==> src/rtl/mem_arb_pkg.sv <==
`default_nettype none
// ============================================================================
//  Module      : mem_arb_pkg
//  Description : Shared types and default sizing for the external memory
//                port arbiter and its watchdog.
//  Revision    : 1.0 - initial release
// ============================================================================
package mem_arb_pkg;

    // Arbiter FSM: waiting for a request, or one transaction owns the port
    typedef enum logic [0:0] {
        IDLE   = 1'b0,
        ACCESS = 1'b1
    } arb_state_t;

    // Which requester owns the transaction currently on the port
    typedef enum logic [0:0] {
        OWN_FETCH = 1'b0,
        OWN_LS    = 1'b1
    } arb_owner_t;

    localparam int c_DEF_ADDR_W       = 32;
    localparam int c_DEF_DATA_W       = 32;
    localparam int c_DEF_STARVE_LIMIT = 4;
    localparam int c_DEF_TIMEOUT      = 255;

endpackage : mem_arb_pkg
`default_nettype wire

==> src/rtl/mem_arb_watchdog.sv <==
`default_nettype none
// ============================================================================
//  Module      : mem_arb_watchdog
//  Description : Counts enabled cycles since the last clear and flags the
//                TIMEOUT-th enabled cycle. Usable by any bus master that
//                needs a bounded wait on a slave handshake.
//  Revision    : 1.0 - initial release
// ============================================================================
module mem_arb_watchdog
    import mem_arb_pkg::*;
#(
    parameter int TIMEOUT = c_DEF_TIMEOUT
)(
    input  logic clk,
    input  logic reset,
    input  logic clear,
    input  logic enable,
    output logic expired
);

    localparam int CW = $clog2(TIMEOUT + 1);
    // Count value present during the TIMEOUT-th enabled cycle
    localparam logic [CW-1:0] c_LAST = CW'(TIMEOUT - 1);

    logic [CW-1:0] r_count;

    // Cycle counter: cleared by the owner, saturates on the final cycle
    always_ff @(posedge clk) begin
        if (!reset) begin
            r_count <= '0;
        end else if (clear) begin
            r_count <= '0;
        end else if (enable && (r_count != c_LAST)) begin
            r_count <= r_count + CW'(1);
        end
    end

    assign expired = enable && (r_count == c_LAST);

endmodule : mem_arb_watchdog
`default_nettype wire

==> src/rtl/mem_arbiter.sv <==
`default_nettype none
// ============================================================================
//  Module      : mem_arbiter
//  Description : Shares the single external memory port between instruction
//                fetch and load/store. One transaction at a time, load/store
//                preferred, with a starvation bound for fetch and a watchdog
//                abort when memory never answers. All outputs registered.
//  Revision    : 1.0 - initial release
// ============================================================================
module mem_arbiter
    import mem_arb_pkg::*;
#(
    parameter int ADDR_W       = c_DEF_ADDR_W,
    parameter int DATA_W       = c_DEF_DATA_W,
    parameter int STARVE_LIMIT = c_DEF_STARVE_LIMIT,
    parameter int TIMEOUT      = c_DEF_TIMEOUT
)(
    input  logic              clk,
    input  logic              reset,
    input  logic              if_req,
    input  logic [ADDR_W-1:0] if_addr,
    output logic              if_gnt,
    output logic              if_rvalid,
    output logic [DATA_W-1:0] if_rdata,
    output logic              if_err,
    input  logic              ls_req,
    input  logic              ls_we,
    input  logic [ADDR_W-1:0] ls_addr,
    input  logic [DATA_W-1:0] ls_wdata,
    output logic              ls_gnt,
    output logic              ls_rvalid,
    output logic [DATA_W-1:0] ls_rdata,
    output logic              ls_err,
    output logic [ADDR_W-1:0] ext_addr,
    output logic [DATA_W-1:0] ext_data_out,
    output logic              ext_we,
    output logic              ext_mem_en,
    input  logic [DATA_W-1:0] ext_data_in,
    input  logic              ext_ready,
    output logic              busy
);

    localparam int SW = $clog2(STARVE_LIMIT + 1);
    localparam logic [SW-1:0] c_STREAK_MAX = SW'(STARVE_LIMIT);

    arb_state_t        r_state, w_state_nxt;
    arb_owner_t        r_owner, w_owner_nxt;
    logic [SW-1:0]     r_streak, w_streak_nxt;
    logic              w_grant, w_done, w_abort, w_finish;
    logic              w_wd_expired;
    logic [DATA_W-1:0] w_rdata;

    logic              r_if_gnt, r_if_rvalid, r_if_err;
    logic              r_ls_gnt, r_ls_rvalid, r_ls_err;
    logic [DATA_W-1:0] r_if_rdata, r_ls_rdata;
    logic [ADDR_W-1:0] r_ext_addr;
    logic [DATA_W-1:0] r_ext_data_out;
    logic              r_ext_we, r_ext_mem_en;

    // Watchdog runs only while a transaction owns the port
    mem_arb_watchdog #(
        .TIMEOUT (TIMEOUT)
    ) u_watchdog (
        .clk     (clk),
        .reset   (reset),
        .clear   (r_state == IDLE),
        .enable  (r_state == ACCESS),
        .expired (w_wd_expired)
    );

    // Next state, owner selection and starvation streak
    always_comb begin
        w_state_nxt  = r_state;
        w_owner_nxt  = r_owner;
        w_streak_nxt = r_streak;
        w_grant      = 1'b0;
        w_done       = 1'b0;
        w_abort      = 1'b0;
        case (r_state)
            IDLE: begin
                if (!if_req) begin
                    w_streak_nxt = '0;
                end
                if (if_req || ls_req) begin
                    w_grant     = 1'b1;
                    w_state_nxt = ACCESS;
                    if (if_req && (!ls_req || (r_streak == c_STREAK_MAX))) begin
                        w_owner_nxt  = OWN_FETCH;
                        w_streak_nxt = '0;
                    end else begin
                        w_owner_nxt = OWN_LS;
                        if (if_req && (r_streak != c_STREAK_MAX)) begin
                            w_streak_nxt = r_streak + SW'(1);
                        end
                    end
                end
            end
            ACCESS: begin
                // A ready on the final watchdog cycle still wins
                if (ext_ready) begin
                    w_done      = 1'b1;
                    w_state_nxt = IDLE;
                end else if (w_wd_expired) begin
                    w_abort     = 1'b1;
                    w_state_nxt = IDLE;
                end
            end
            default: begin
                w_state_nxt = IDLE;
            end
        endcase
    end

    assign w_finish = w_done || w_abort;
    // Stores and aborted accesses return zero data
    assign w_rdata  = (w_done && !r_ext_we) ? ext_data_in : '0;

    // State, handshake pulses and the external port registers
    always_ff @(posedge clk) begin
        if (!reset) begin
            r_state        <= IDLE;
            r_owner        <= OWN_FETCH;
            r_streak       <= '0;
            r_if_gnt       <= 1'b0;
            r_if_rvalid    <= 1'b0;
            r_if_err       <= 1'b0;
            r_if_rdata     <= '0;
            r_ls_gnt       <= 1'b0;
            r_ls_rvalid    <= 1'b0;
            r_ls_err       <= 1'b0;
            r_ls_rdata     <= '0;
            r_ext_addr     <= '0;
            r_ext_data_out <= '0;
            r_ext_we       <= 1'b0;
            r_ext_mem_en   <= 1'b0;
        end else begin
            r_state     <= w_state_nxt;
            r_owner     <= w_owner_nxt;
            r_streak    <= w_streak_nxt;
            r_if_gnt    <= w_grant && (w_owner_nxt == OWN_FETCH);
            r_ls_gnt    <= w_grant && (w_owner_nxt == OWN_LS);
            r_if_rvalid <= w_finish && (r_owner == OWN_FETCH);
            r_ls_rvalid <= w_finish && (r_owner == OWN_LS);
            r_if_err    <= w_abort && (r_owner == OWN_FETCH);
            r_ls_err    <= w_abort && (r_owner == OWN_LS);
            if (w_grant) begin
                r_ext_mem_en <= 1'b1;
                if (w_owner_nxt == OWN_FETCH) begin
                    r_ext_addr     <= if_addr;
                    r_ext_data_out <= '0;
                    r_ext_we       <= 1'b0;
                end else begin
                    r_ext_addr     <= ls_addr;
                    r_ext_data_out <= ls_wdata;
                    r_ext_we       <= ls_we;
                end
            end else if (w_finish) begin
                r_ext_mem_en <= 1'b0;
                r_ext_we     <= 1'b0;
            end
            if (w_finish) begin
                if (r_owner == OWN_FETCH) begin
                    r_if_rdata <= w_rdata;
                end else begin
                    r_ls_rdata <= w_rdata;
                end
            end
        end
    end

    assign if_gnt       = r_if_gnt;
    assign if_rvalid    = r_if_rvalid;
    assign if_rdata     = r_if_rdata;
    assign if_err       = r_if_err;
    assign ls_gnt       = r_ls_gnt;
    assign ls_rvalid    = r_ls_rvalid;
    assign ls_rdata     = r_ls_rdata;
    assign ls_err       = r_ls_err;
    assign ext_addr     = r_ext_addr;
    assign ext_data_out = r_ext_data_out;
    assign ext_we       = r_ext_we;
    assign ext_mem_en   = r_ext_mem_en;
    assign busy         = (r_state == ACCESS);

endmodule : mem_arbiter
`default_nettype wire

==> config.mk <==
export PLATFORM = sky130hd
export DESIGN_NAME = mem_arbiter
export DESIGN_NICKNAME = d
export VERILOG_FILES = /design/src/rtl/mem_arb_pkg.sv /design/src/rtl/mem_arb_watchdog.sv /design/src/rtl/mem_arbiter.sv
export SDC_FILE = /design/constraint.sdc
export NUM_CORES = 1
export LEC_CHECK = 0
export CAP_MARGIN = 20
export CORE_MARGIN = 3
export CORE_UTILIZATION = 35
export CTS_BUF_LIST = sky130_fd_sc_hd__clkbuf_8
export CTS_CLUSTER_SIZE = 24
export DETAILED_ROUTE_END_ITERATION = 10
export PLACE_DENSITY = 0.7
export SYNTH_ARGS = -nofsm -noshare
export SYNTH_HDL_FRONTEND = slang
export SYNTH_SLANG_ARGS = --single-unit
==> constraint.sdc <==
create_clock -name clk -period 2.8 [get_ports clk]
set_input_delay 0.56 -clock clk [delete_from_list [all_inputs] [get_ports clk]]
set_output_delay 0.56 -clock clk [all_outputs]
set_load 0.1 [all_outputs]
==> flow_summary.toml <==
[outcome]
status = "complete, no violations"

[synth]
ys_seq_elements = 149
yosysWarnings = 0
synth_edf_count = 0
ys.flop_type = "dfxtp_1"
yosysUniqueCellTypes = 41
ys_seq_area_frac = 0.5110
syn_area_sq_um = 5837
async_flop_share = 0
syn_nets = 804
syn_area_per_cell_sq_um = 8.764
syn_inst = 666

[grt]
antenna_found_initial = 0
grt_max_degree = 77
grt_pass1_wl_um = 28340
overflow = 0
grt.total_usage = 0.1962
grt_pass1_vias = 5319

[cells_and_area]
area_delta_synth_final_pct = 49.97
drive_gt1_frac = 0.2013
fillers = 1514
n_antenna_cell = 0
layout_common_cells = "buf_4, dfxtp_1, clkdlybuf4s50_1, o21ai_0, nand2_1"
mostFrequentLayoutCell = "buf_4"
nNetsFinal = 1051

[setup_path]
crit_chain = "clkdlybuf4s50_1, nand3_1, and3_1, buf_4, a22oi_1, nor2b_1"
worst-setup-path-type = "input pin to register"
cp.required_ns = 3.16
slowest_stage = "and3_1"
cp-end-kind = "register"
cp_top_family = "buffers and inverters"
crit_buf_inv = 2
critPathLaunchType = "input pin"
regToRegSetupSlack_ns = 0.88
critical_path.max_fanout = 18
max_stage_delay_ns = 0.57
crit_arrival_ns = 2.35

[placement]
portBuffers = 270
hpwl_um = 12960
place.gp.congestion = 0.8141
dp_slack_ns = 0.3549

[die]
dieArea_sq_um = 18260
die_w_um = 135.1
initial_utilization = 0.3622
die_h_um = 135.1
io-pin-count = 271
core_area_sq_um = 16120
num_rows = 46

[flow_run]
max-cap-violations = 0

[power_and_ir_drop]
switchingPower_mw = 1.927
leakage_nw = 3.473
total_power_mw = 5.600
swShare = 0.3442
p_per_area_nw_per_um2 = 639.7
p_clk_frac = 0.325
seq_power_share = 0.408
ir_worst_vdd_v = 0.0002973
pwr-share-comb = 0.267
power.internal_mw = 3.672

[clock_network]
clkLatencyLatePin_ns = 0.44
clock-sinks = 149
htree_levels = 4
cts_resized = 0
cts_setup_buffers = 0
numCtsBuffers = 17
ctsHoldBuffers = 0
cts_tree = "yes"
clk_pin_slew_ns = 0.08
clockBufferDepth = 2
clock-root-buffer = "clkbuf_8"

[sta]
finalClockSkew_ns = 0.01886
max_freq_mhz = 503.0
worstMarginPinSlew_ns = 0.6274
min_period_ns = 1.988
hold_viol = 0
rsz0062_at_grt = "false"
slew-limit-headroom = 0.5817
setup_viol = 0
finalCritPeriodShare = 0.7101
finalSetupTns_ns = 0
slew_violations = 0
fin_ws_ns = 0.8118

[drt]
wl_per_cell_um = 16.54
num_vias = 5655
first_pass_iters = 4
drtAntennaViolNets = 0
viasPerCell = 4.961
postRouteWirelength_um = 18860
dr.first_iter.drc_count = 304
drc_errors = 0

[min_path]
hold_path_class = "register to register"
[sequential cells by signal (all words and copies together) (netlist names), 3 cells and up]
| register | flops |
|---|---|
| ext_addr | 32 |
| ext_data_out | 32 |
| if_rdata | 32 |
| ls_rdata | 32 |
| r_streak | 3 |
| u_watchdog.r_count | 8 |
[routing by layer]
metal,share of wire,global-route usage,wire length (um)
met4,0.022,0.07167,412
met2,0.46,0.3158,8735
met3,0.094,0.08024,1775
met5,0,0,0
met1,0.42,0.2366,7935
[cells in the mapped netlist (2+ instances only)]
| cell | count | area share |
|---|---|---|
| nor3_1 | 66 | 0.057 |
| inv_1 | 4 | 0.0026 |
| buf_2 | 18 | 0.015 |
| o21ai_0 | 89 | 0.076 |
| nor2b_1 | 32 | 0.034 |
| nand4_1 | 2 | 0.0021 |
| dfxtp_1 | 149 | 0.51 |
| a22oi_1 | 32 | 0.041 |
| nor2_1 | 45 | 0.029 |
| a21boi_0 | 19 | 0.024 |
| xnor2_1 | 2 | 0.0030 |
| nand2b_1 | 5 | 0.0054 |
| and3_1 | 4 | 0.0043 |
| o21ai_1 | 14 | 0.012 |
| ha_1 | 4 | 0.0086 |
| clkbuf_1 | 25 | 0.016 |
| nand2_1 | 70 | 0.045 |
| buf_6 | 6 | 0.012 |
| a31oi_1 | 4 | 0.0043 |
| and2_1 | 3 | 0.0032 |
| clkbuf_2 | 4 | 0.0034 |
| buf_4 | 2 | 0.0026 |
| a21boi_1 | 45 | 0.058 |
| nand3_1 | 5 | 0.0043 |
[power by group through the flow]
| stage | sequential [mW] | combinational, mW | clock, mW |
|---|---|---|---|
| CTS | 2.29 | 1.50 | 1.88 |
| floorplan | 3.08 | 0.289 | 0 |
| finish | 2.29 | 1.49 | 1.82 |
| detailed placement | 2.33 | 1.50 | 0 |
| global route | 2.30 | 1.56 | 1.96 |
| global placement | 2.33 | 1.50 | 0 |
[cell type report]
type                       instances  area, sq um  area share
timing repair buffer             284         2487      0.2842
clock inverter                    10        157.7     0.01801
multi-input combinational        457         2565      0.2930
tap                              216        270.3     0.03087
sequential                       149         2983      0.3408
clock buffer                      20        275.3     0.03145
inverter                           4        15.01    0.001715
[path summary, 6_finish.rpt]
| check | from | endpoint | cells past startpoint |
|---|---|---|---|
| worst max register to register | r_streak[0] | ext_data_out[24] | 7 |
| worst min register to register | if_rdata[15] | if_rdata[15] | 2 |
| worst min-delay path | if_rdata[15] | if_rdata[15] | 2 |
| worst max-delay path | if_req | ext_data_out[24] | 6 |
[stage by stage]
step / instance area [sq um] / hold WS [ns] / std cells / utilization
global route: 8753 / 0.4987 / 1140 / 0.5432
floorplan: 5837 / 0.4439 / 666 / -
global placement: 8320 / 0.4605 / 1110 / 0.5163
CTS: 8753 / 0.4774 / 1140 / 0.5432
finish: 8753 / 0.4767 / 1140 / 0.5432
detailed placement: 8320 / 0.4665 / 1110 / 0.5163
[cell families after synthesis]
group / Yosys count / synth area share
buffers and inverters: 60 / 0.05230
XOR/XNOR: 3 / 0.004502
multiplexers: 2 / 0.003644
AO/OA/AOI/OAI: 210 / 0.2279
flip-flops: 149 / 0.5110
AND/OR/NAND/NOR: 238 / 0.1921
adder cells (fa/ha/maj): 4 / 0.008575
[worst register-to-register path: stages, from the launching register on]
cell and delay [ns]:
dfxtp_1 0.34, inv_1 0.06, ha_1 0.24, nand3_1 0.09, and3_1 0.57, buf_4 0.34, a22oi_1 0.09, nor2b_1 0.13
(Power assumes the default switching activity.)
==> edit 1: new RTL, config.mk and constraints unchanged <==
Set the package constant `c_DEF_TIMEOUT` to 510 (it was 255).
--- a/src/rtl/mem_arb_pkg.sv
+++ b/src/rtl/mem_arb_pkg.sv
@@ -22,7 +22,7 @@
     localparam int c_DEF_ADDR_W       = 32;
     localparam int c_DEF_DATA_W       = 32;
     localparam int c_DEF_STARVE_LIMIT = 4;
-    localparam int c_DEF_TIMEOUT      = 255;
+    localparam int c_DEF_TIMEOUT      = 510;
 
 endpackage : mem_arb_pkg
 `default_nettype wire
Behaviour: same outputs for any inputs over 4 cycles, from zero or initial values and one cycle with reset low; that may be too few to reach the edited logic, so the function may still have changed.
==> edit 1 against the original RTL <==
  * Utilization down 0.84 points
  * Area after synthesis grew 3.9%
  * Via count grew 4.4%
  * Sequential cell count grew 1
  * Highest routed layer unchanged
  * Final area rose by 2.4%
  * Total power fell by 0.80%
  * Worst setup slack got worse by 0.051 ns
  * Global-route usage increased by 0.91 points
  * Critical path type unchanged
  * Wire length grew 7.5%
  * Count of clock-buffer cells in the layout grew 2
  * Register-to-register slack improved by 0.05 ns
  * Cell count decreased by 4.2%
==> edit 1: results (changes against the original RTL) <==
Post-synthesis xor/xnor area fraction = 0 (-0.00450)
Worst relative slew slack = 0.468 (-0.113)
Comb. pwr = 1550 µW (+4%)
P_sw = 1980 µW (+2.7%)
Crit path launch = reset
PortBufs = 270 (unchanged)
Met3 WL = 1570 µm (-11%)
Syn_nets = 760 (-5.5%)
DRT met1 WL = 8460 µm (+6.7%)
CTS Buffer Depth = 2 (unchanged)
Final WL = 20,300 µm (+7.5%)
Vias in the first global route = 5,577 (+4.9%)
Gate count of the mapped netlist = 622 (-6.6%)
Initial DRT Pass Iterations = 6 (+2)
Vias per inst = 5.40 (+9.0%)
Met1 Use GR = 0.254 (+0.0171)
Synth area leaders = dfxtp_1 (50%), a21oi_1 (7.7%), a311oi_1 (6.5%)
Unique masters post-synth = 49 (+20%)
Initial DRC count = 396 (+30%)
Post-Synth Adder-Cell Area = 0.00826 (-0.000319)
Clock network fraction of design power = 0.306 (-0.019)
Synth top cells by count = dfxtp_1 (150), a21oi_1 (93), nand2_1 (78), a311oi_1 (45), buf_2 (34)
Hold Path Origin = ext_data_out[13]
FILL cells = 1,537 (+1.5%)
Ant. Diodes = 0 (unchanged)
Place WS = 0.331 ns (-0.0241 ns)
Layout Cells excl Fill = 1,092 (-4.2%)
Worst path max stage delay = 0.77 ns (+0.20 ns)
Slowest library cell on the worst path = clkdlybuf4s50_1
Post-synthesis mux area share = 0.00330 (-0.000342)
Total power = 5550 µW (-0.80%)
Largest net degree at the start of global routing = 69 (-10%)
Status = finished, final reports clean
Synth Area in Compound Gates = 0.313 (+0.0850)
Max IR drop VDD = 0.347 mV (+17%)
Proportion of layout cells with a drive suffix above 1 = 0.247 (+0.0453)
Share of flip-flops with an asynchronous set or reset = 0 (unchanged)
Met2 routed WL = 9580 µm (+9.7%)
Routability cong. = 0.840 (+3.2%)
GR Util met3 = 0.0606 (-0.0196)
RR Startpoint = u_watchdog.r_count[0]
Setup Skew = 0.0107 ns (-0.00819 ns)
Global-route wire length before repair = 30,600 µm (+7.9%)
Sequential fraction of the synthesis area = 0.495 (-0.0157)
Gr usage total = 0.205 (+0.00915)
Placed cells = 1,062 (-4.3%)
Leak pwr = 0.00334 µW (-3.7%)
NumNets Final = 999 (-4.9%)
WP data arrival = 2.39 ns (+0.04 ns)
## edit 1: per-stage QoR
step           cell area [µm²]  utilization
5_1_grt                   8960        0.535
3_5_place_dp              8560        0.511
3_3_place_gp              8560        0.511
6_report                  8960        0.535
4_1_cts                   8960        0.535
2_1_floorplan             6060            -
## edit 1: cell type report
class,count,share of cell area
Sequential cell,150,0.335
Multi-Input combinational cell,398,0.303
Timing Repair Buffer,288,0.284
Clock buffer,22,0.0338
Tap cell,220,0.0307
Clock inverter,8,0.0109
Inverter,6,0.00265
## edit 1: final timing paths
| check | end | slack, ns | cells after the start |
|---|---|---|---|
| setup / recovery | u_watchdog.r_count[6] | 0.76 | 5 |
| hold / removal | ext_data_out[13] | 0.48 | 1 |
| setup reg to reg | if_rdata[17] | 0.93 | 5 |
| hold reg to reg | ext_data_out[13] | 0.48 | 1 |
==> edit 2: new RTL, same settings <==
Without the edit above. Make the reset (`reset`) asynchronous in 2 clocked blocks.
--- a/src/rtl/mem_arb_watchdog.sv
+++ b/src/rtl/mem_arb_watchdog.sv
@@ -25,7 +25,7 @@
     logic [CW-1:0] r_count;
 
     // Cycle counter: cleared by the owner, saturates on the final cycle
-    always_ff @(posedge clk) begin
+    always_ff @(posedge clk or negedge reset) begin
         if (!reset) begin
             r_count <= '0;
         end else if (clear) begin
--- a/src/rtl/mem_arbiter.sv
+++ b/src/rtl/mem_arbiter.sv
@@ -116,7 +116,7 @@
     assign w_rdata  = (w_done && !r_ext_we) ? ext_data_in : '0;
 
     // State, handshake pulses and the external port registers
-    always_ff @(posedge clk) begin
+    always_ff @(posedge clk or negedge reset) begin
         if (!reset) begin
             r_state        <= IDLE;
             r_owner        <= OWN_FETCH;
Behaviour: differs if reset is asserted again (counterexample within 4 cycles, from zero or initial values and one cycle with reset low); with reset held inactive, the same outputs for 4 cycles.
==> edit 2 against the original RTL <==
  * Worst setup slack worse by 0.29 ns
  * Final area increased by 13%
  * Sequential cell count unchanged
  * Sequential share of layout area increased by 3.5 points
  * Wire length is 5.2% higher
  * Area after synthesis up 17%
  * Fmax down 13%
Power is not shown: default switching activity piles up to over one toggle a cycle in this logic, so the estimate is an artifact.
==> edit 2: results (changes against the original RTL) <==
Gr usage total = 0.185 (-0.0112)
FILL cells = 1,721 (+14%)
Worst path max stage delay = 0.71 ns (+0.14 ns)
Status = finished, final reports clean
R2r setup slk = 0.82 ns (-0.06 ns)
Top_reg_cell synth = dfrtp_1
Initial DRC count = 186 (-39%)
Post-CTS setup buffer count = 0 (unchanged)
Largest net degree at the start of global routing = 65 (-16%)
Synth top cells by count = dfrtp_1 (149), inv_1 (69), mux2i_1 (67), o21ai_0 (40), and2_1 (33)
DRT met1 WL = 8770 µm (+11%)
Unique masters post-synth = 38 (-7.3%)
Share of flip-flops with an asynchronous set or reset = 1.00 (+1.00)
Proportion of layout cells with a drive suffix above 1 = 0.258 (+0.0562)
WP data arrival = 1.72 ns (-0.63 ns)
Routability cong. = 0.792 (-2.7%)
Family with the most delay on the worst path = flip-flops
Root Driver = clkbuf_8
RR Startpoint = busy
Hold Crit Class = in -> async
Vias per inst = 4.81 (-3.0%)
Final WL = 19,800 µm (+5.2%)
Global-route wire length before repair = 31,600 µm (+12%)
Synth area leaders = dfrtp_1 (54%), mux2i_1 (9.8%), a221o_1 (4.7%)
R2r worst-path depth = 4 (-3)
Vias in the first global route = 5,670 (+6.6%)
Syn_nets = 723 (-10%)
Worst relative slew slack = 0.589 (+0.00708)
Setup Skew = 0.0162 ns (-0.00264 ns)
Sequential fraction of the synthesis area = 0.545 (+0.0339)
Met2 routed WL = 9370 µm (+7.2%)
Slowest library cell on the worst path = dfrtp_1
NumNets Final = 987 (-6.1%)
Worst reg2reg endpoint = ls_rdata[5]
Post-DP HPWL = 14,100 µm (+8.7%)
Met3 WL = 1440 µm (-19%)
[edit 2: area by class of cell]
type                       instances  area share
timing repair buffer             286       0.257
tap                              260      0.0328
multi-input combinational        326       0.266
inverter                          69      0.0261
sequential                       149       0.376
clock buffer                      18      0.0249
clock inverter                    14      0.0175
[edit 2: logic make-up after synthesis]
family	Yosys count	share of synthesized area
compound gates	150	0.173
flops	149	0.545
simple gates	105	0.105
buf+inv	110	0.0722
mux	67	0.0980
fa+ha+maj	4	0.00732
[edit 2: metal layers]
layer | vias to the layer above | global-route usage
li1 | 2586 | -
met1 | 2585 | 0.239
met2 | 207 | 0.300
met3 | 18 | 0.0610
met4 | 0 | 0.0499
met5 | - | 0
[edit 2: worst max-delay path by stage]
stage	startpoint	to	cells past startpoint
after floorplan	busy	ls_rdata[29]	5
after global placement	ls_req	ext_addr[1]	5
after detailed placement	ls_req	ext_addr[31]	5
after CTS	busy	busy	2
after global routing	busy	busy	2
final	busy	busy	2
[edit 2: per-stage QoR]
step           instances  hold slack [ns]   util  cell area [µm²]  setup slack (ns)
2_1_floorplan        585            0.264      -             6840             0.811
5_1_grt             1122           0.0403  0.524             9930             0.381
4_1_cts             1122           0.0207  0.524             9930             0.463
6_report            1122           0.0394  0.524             9930             0.518
3_5_place_dp        1090            0.484  0.502             9510             0.486
3_3_place_gp        1090            0.485  0.502             9510             0.543
